--- src/rtl/fifo_cdc_pkg.sv ---
// Shared async-FIFO pointer helpers.
// Gray/binary conversions sized for any pointer up to MAX_W bits.
package fifo_cdc_pkg;

  localparam int PTR_EXTRA = 1;
  localparam int MAX_W     = 32;

  function automatic logic [MAX_W-1:0] bin2gray(
    input logic [MAX_W-1:0] b
  );
    return b ^ (b >> 1);
  endfunction

  // Prefix XOR from the MSB down; zero-extended inputs decode exactly.
  function automatic logic [MAX_W-1:0] gray2bin(
    input logic [MAX_W-1:0] g
  );
    logic [MAX_W-1:0] b;
    b = g;
    for (int s = 1; s < MAX_W; s = s * 2) begin
      b = b ^ (b >> s);
    end
    return b;
  endfunction

endpackage

--- src/rtl/fifo_gray2bin.sv ---
// Combinational Gray-to-binary decoder.
// Shared by the read- and write-side pointer controllers.
module fifo_gray2bin
  import fifo_cdc_pkg::*;
#(
  parameter int W = 5
) (
  input  logic [W-1:0] gray,
  output logic [W-1:0] bin
);

  logic [MAX_W-1:0] wide;

  assign wide = gray2bin(MAX_W'(gray));
  assign bin  = wide[W-1:0];

endmodule

--- src/rtl/fifo_rptr_level_ctrl.sv ---
// Read-side pointer and status controller of the async FIFO.
// Produces read address, Gray pointer, level, empty/aempty, underflow.
module fifo_rptr_level_ctrl
  import fifo_cdc_pkg::*;
#(
  parameter int ADDR_WIDTH = 4,
  parameter bit AEMPTY_RST = 1'b1
) (
  input  logic                          R_CLK,
  input  logic                          R_rst_n,
  input  logic                          R_inc,
  input  logic [ADDR_WIDTH+PTR_EXTRA-1:0] Rq2_wptr,
  input  logic [ADDR_WIDTH+PTR_EXTRA-1:0] R_aempty_thresh,
  input  logic                          R_underflow_clr,
  output logic [ADDR_WIDTH+PTR_EXTRA-1:0] R_ptr,
  output logic [ADDR_WIDTH-1:0]         R_Addr,
  output logic                          R_empty,
  output logic                          R_aempty,
  output logic [ADDR_WIDTH+PTR_EXTRA-1:0] R_level,
  output logic                          R_underflow
);

  localparam int PW = ADDR_WIDTH + PTR_EXTRA;

  logic [PW-1:0]    bin;
  logic [PW-1:0]    bin_next;
  logic [PW-1:0]    gray_next;
  logic [PW-1:0]    wbin;
  logic [PW-1:0]    level_next;
  logic [MAX_W-1:0] gray_wide;
  logic             rd_en;
  logic             uf_set;

  assign rd_en    = R_inc & ~R_empty;
  assign uf_set   = R_inc & R_empty;
  assign bin_next = bin + PW'(rd_en);

  assign gray_wide = bin2gray(MAX_W'(bin_next));
  assign gray_next = gray_wide[PW-1:0];

  fifo_gray2bin #(
    .W (PW)
  ) u_wdec (
    .gray (Rq2_wptr),
    .bin  (wbin)
  );

  // Modular difference keeps the level right across pointer wrap.
  assign level_next = wbin - bin_next;

  assign R_Addr = bin[ADDR_WIDTH-1:0];

  always_ff @(posedge R_CLK or negedge R_rst_n) begin
    if (!R_rst_n) begin
      bin         <= '0;
      R_ptr       <= '0;
      R_empty     <= 1'b1;
      R_aempty    <= AEMPTY_RST;
      R_level     <= '0;
      R_underflow <= 1'b0;
    end else begin
      bin      <= bin_next;
      R_ptr    <= gray_next;
      R_empty  <= (gray_next == Rq2_wptr);
      R_level  <= level_next;
      R_aempty <= (level_next <= R_aempty_thresh);
      if (uf_set)
        R_underflow <= 1'b1;
      else if (R_underflow_clr)
        R_underflow <= 1'b0;
    end
  end

endmodule

--- config.mk ---
export PLATFORM = sky130hd
export DESIGN_NAME = fifo_rptr_level_ctrl
export DESIGN_NICKNAME = d
export VERILOG_FILES = /design/src/rtl/fifo_cdc_pkg.sv /design/src/rtl/fifo_gray2bin.sv /design/src/rtl/fifo_rptr_level_ctrl.sv
export SDC_FILE = /design/constraint.sdc
export NUM_CORES = 1
export LEC_CHECK = 0
export BUFFER_PORTS_ARGS = -buffer_cell sky130_fd_sc_hd__buf_2
export CORE_AREA = 2 2 59 61
export DETAILED_ROUTE_END_ITERATION = 7
export DIE_AREA = 0 0 61 63
export SYNTH_ARGS = -nofsm -noshare
export SYNTH_HDL_FRONTEND = slang
export SYNTH_HIERARCHICAL = 1
export SYNTH_SLANG_ARGS = --single-unit
--- constraint.sdc ---
create_clock -name R_CLK -period 5.8 [get_ports R_CLK]
set_input_delay 0 -clock R_CLK [delete_from_list [all_inputs] [get_ports R_CLK]]
set_output_delay 0 -clock R_CLK [all_outputs]
set_load 0.02 [all_outputs]
* After elaboration in Yosys (flattened, before gate mapping)
Index checks and enable logic that the tools add are counted.
** Cells by class
- Add/sub/neg operators :: 2
- Multipliers :: 0
- Divide/modulo/power cells :: 0
- Order comparisons :: 1
- Equality and inequality tests :: 1
- Shifts and indexed selects :: 0
- Muxes and demuxes :: 2
- Bitwise operators :: 9
- Reductions and logical operators :: 1
** Operators by type and width (count)
- $xor 21x21->21 const B :: 1
- $xor 5x4->5 :: 2
- $add 5x1->5 :: 1
- $eq 5x5->1 :: 1
- $le 5x5->1 :: 1
- $sub 5x5->5 :: 1
- $xor 5x1->5 :: 1
- $xor 5x3->5 :: 1
- $xor 5x5->5 :: 1
- $and 1x1->1 :: 2
- $mux 1 :: 2
- $reduce_bool 2->1 :: 1
- $not 1->1 :: 1
** Word-level totals
- Register bits :: 18
- Bits in latches :: 0
- RAM bits :: 0
- ROM bits :: 0
- Input port bits :: 14
- Logic and storage cells :: 22
- Memories kept :: 0

* Depth between registers and ports, before layout
- Depth after elaboration :: 7
- Gate-level depth with buffers :: 13

* Hierarchy
The synthesis kept the hierarchy.
** By module, submodules not included
- fifo_rptr_level_ctrl :: instances 1, cells each 89, area each 1009.7 sq um
- fifo_gray2bin :: instances 1, cells each 6, area each 72.6 sq um

* Least setup slack after synthesis
No wires, ideal clock.
- Kind :: register to register
- Start point :: register R_empty
- End point :: register R_aempty
- Setup time :: 0.077 ns
- Data arrival time :: 2.641 ns
- Data required time :: 5.723 ns
- Setup slack :: 3.082 ns
- Stages on the path, launching flop included :: 12
- Buffers on the path :: 1
- Cells stage by stage :: dfstp_2 -> and3b_1 -> buf_6 -> ha_1 -> xnor2_1 -> ha_1 -> ha_1 -> nor2b_1 -> o21a_1 -> o21a_1 -> o21a_1 -> o22ai_1
** On the way
- Longest elaborated chain between the ends :: 5
** Ends and longest elaborated chain
- from (decl) :: RTL line fifo_rptr_level_ctrl.sv:17 : output logic R_empty,
- from (signal assigned) :: RTL line fifo_rptr_level_ctrl.sv:64 : R_empty <= (gray_next == Rq2_wptr);
- $not 1->1 :: RTL line fifo_rptr_level_ctrl.sv:34 : assign rd_en = R_inc & ~R_empty;
- $and 1x1->1 :: RTL line fifo_rptr_level_ctrl.sv:34
- $add 5x1->5 :: RTL line fifo_rptr_level_ctrl.sv:36 : assign bin_next = bin + PW'(rd_en);
- $sub 5x5->5 :: RTL line fifo_rptr_level_ctrl.sv:49 : assign level_next = wbin - bin_next;
- named net level_next[1] :: RTL line fifo_rptr_level_ctrl.sv:29 : logic [PW-1:0] level_next;
- $le 5x5->1 :: RTL line fifo_rptr_level_ctrl.sv:66 : R_aempty <= (level_next <= R_aempty_thresh);
- to (signal assigned) :: RTL line fifo_rptr_level_ctrl.sv:66
- to (decl) :: RTL line fifo_rptr_level_ctrl.sv:18 : output logic R_aempty,
The timed path passes the listed nets, and every way through them passes these cells.
A chain may end at the register's enable or synchronous reset.

* Worst setup path after layout
Same ends and word-level chain as after synthesis.

==> results.sh <==
export IMPL_cap_violations=0
export IMPL_finalCritPeriodShare_pct=50.8
export IMPL_clock_path_buffers=2
export IMPL_grt_setup_unrepaired="false"
export IMPL_path_class="flop to flop"
export IMPL_crit_end="R_aempty$_DFF_PN1_"
export IMPL_drc=0
export IMPL_max_freq_mhz=339
export IMPL_hold_viol_final=0
export IMPL_r2r_start="R_empty$_DFF_PN1_"
export IMPL_ys_seq_elements=17
export IMPL_critical_path_required_ns=6.01
export IMPL_place_area_um2=1270
export IMPL_insertedDiodeCount=0
export IMPL_async_reset_ff_share_pct=100
export IMPL_antenna_found_initial=0
export IMPL_drtIter0Drc=4
export IMPL_setup_viol=0
export IMPL_pwr_share_clk_pct=6.5
export IMPL_final_cell_mix="30 x buf_2, 15 x dfrtp_1, 15 x xnor2_1"
export IMPL_post_drt_via_cell_ratio=4.31
export IMPL_r2r_slack_ns=2.85
export IMPL_fin_ws_ns=2.85
export IMPL_track_usage_pct=12.4
export IMPL_syn_nets=118
export IMPL_io_buffers=30
export IMPL_clock_sinks=17
export IMPL_design_area_um2=1330
export IMPL_syn_instance_count=95
export IMPL_wirelength_um=2000
export IMPL_grt_max_degree=18
export IMPL_path_max_fanout=5
export IMPL_start_util_pct=33.5
export IMPL_critPathLaunch="R_empty$_DFF_PN1_"
export IMPL_dieArea_um2=3840
export IMPL_cp_start_kind="flop"
export IMPL_ios=31
export IMPL_area_growth_pct=22.7
export IMPL_leakagePower_nw=0.634
export IMPL_layout_nets=154
export IMPL_routabilityCongestion=0.789
export IMPL_ys_types=33
export IMPL_holdCritPathClass="input pin to flop"
export IMPL_fin_setup_tns_ns=0
export IMPL_grt_overflow=0
export IMPL_r2r_end="R_aempty$_DFF_PN1_"
export IMPL_dr_total_vias=758
export IMPL_sw_frac_of_total_pct=46.0
export IMPL_layout_commonest_cell="buf_2"
export IMPL_cts_setup_buffers=0
export IMPL_grt_pass1_wl_um=3590
export IMPL_cts_root_buf="clkbuf_4"
export IMPL_outcome="finished, final reports clean"
export IMPL_internal_power_mw=0.495
export IMPL_report_final_slew_viol_count=0
export IMPL_netlist_area_um2=1080
export IMPL_grt_pass1_vias=820
export IMPL_clock_skew_ns=0.00391
export IMPL_fp_row_count=21
export IMPL_synth_edf_count=0
export IMPL_slew_headroom_pct=56.6
export IMPL_p_seq_share_pct=24.8
export IMPL_syn_avg_cell_area_um2=11.4
export IMPL_dr_pass1_iters=3
export IMPL_power_frac_comb_pct=68.7
export IMPL_ant_nets=0
export IMPL_die_w_um=61
export IMPL_cts_tree="done"
export IMPL_numCtsBuffers=3
export IMPL_synth_main_ff_cell="dfrtp_1"
export IMPL_ir_drop_mv=0.159
export IMPL_clkTransAtPathRegs_ns=0.09
export IMPL_die_h_um=63
export IMPL_ys_seq_area_share_pct=39.5
export IMPL_min_period_ns=2.95
export IMPL_htreeDepth=1
export IMPL_post_place_ws_ns=2.88
export IMPL_end_kind="flop"
export IMPL_power_density_nw_per_um2=691
export IMPL_clk_latency_ns=0.28
export IMPL_drive_gt1_share_pct=33.1
export IMPL_core_um2=3230
export IMPL_p_sw_mw=0.422
export IMPL_dp_hpwl_um=1680
export IMPL_ys_warnings_count=6
export IMPL_rr_worst_depth=10
export IMPL_cp_arrival_ns=3.15
export IMPL_post_drt_wl_per_cell_um=11.4
export IMPL_worst_pin_slew_ns=0.646
## critical path, cell delays in order, from the launching register on
cell,delay [ns]
dfstp_2,0.56
and3b_1,0.24
and3_4,0.21
xnor2_1,0.52
ha_1,0.30
a2111oi_0,0.08
nor3_1,0.26
xnor2_1,0.19
ha_1,0.29
o21a_1,0.11
o22ai_1,0.12
## logic make-up (layout without fill, tap and decap cells)
kind of cell | after synthesis | in the layout | synth area share [%]
DFF | 17 | 17 | 39.5
and+or+nand+nor | 20 | 20 | 10.8
AOI/OAI and AO/OA | 10 | 10 | 6.94
muxes | 1 | 1 | 0.925
buffers and inverters | 13 | 48 | 5.55
xor gates and xnor gates | 25 | 25 | 25.9
adders and majority gates | 9 | 9 | 10.4
## worst min-delay path by stage
stage,cells after the start,endpoint,start
finish,3,R_empty$_DFF_PN1_,Rq2_wptr[4]
global route,3,R_empty$_DFF_PN1_,Rq2_wptr[4]
CTS,3,R_empty$_DFF_PN1_,Rq2_wptr[4]
detailed placement,1,R_level[0]$_DFF_PN0_,R_rst_n
global placement,1,R_level[0]$_DFF_PN0_,R_rst_n
floorplan,0,R_level[0]$_DFF_PN0_,R_rst_n
## power by group through the flow
stage	registers [mW]	clock network, mW	logic (mW)
floorplan	0.303	0	0.413
global placement	0.228	0	0.630
detailed placement	0.232	0	0.633
CTS	0.229	0.0627	0.642
global route	0.239	0.0673	0.713
finish	0.228	0.0592	0.630
## flip-flops by register name, indices dropped and copies added, names as in the netlist
register / cells
R_ptr: 5
bin: 4
R_underflow: 1
R_empty: 1
R_aempty: 1
R_level: 5
## cell usage after synthesis, drive strengths merged, types with 3 or more instances
library cell  instances  area [um^2]
inv                  11         41.3
ha                    9          113
nand2                 4         15.0
dfrtp                15          375
nand2b                3         21.3
o21a                  3         22.5
xnor2                16          148
nor2                  3         11.3
xor2                  7         87.6
## final cells by class
cell class,instances,area (um^2)
Fill cell,339,1900
Timing Repair Buffer,33,180
Sequential cell,17,428
Multi-Input combinational cell,65,594
Inverter,11,41.3
Clock buffer,4,26.3
Tap cell,46,57.6
## metal layers
| metal | share of wire, % | track usage (%) | up-vias |
|---|---|---|---|
| met4 | 0.70 | 5.71 | 0 |
| met3 | 3.3 | 1.45 | 2 |
| met2 | 53 | 20.2 | 16 |
| li1 | - | - | 381 |
| met5 | 0 | 0 | - |
| met1 | 43 | 16.0 | 359 |
## through the flow
stage                     utilization (%)  instances  hold slack [ns]  total power [mW]
after floorplan                         -         95           -0.296             0.716
after global placement               39.3        169          -0.0679             0.858
after detailed placement             39.3        169          -0.0647             0.865
after CTS                            41.1        176           0.0522             0.934
after global routing                 41.1        176           0.0744              1.02
final                                41.1        176           0.0584             0.917
## timing repair
item	4_1_cts	5_1_grt
gates resized for setup	0	0
endpoints found under the hold margin	18	0
setup endpoints to repair	0	0
hold buffers	3	0
(Power assumes the default switching activity.)
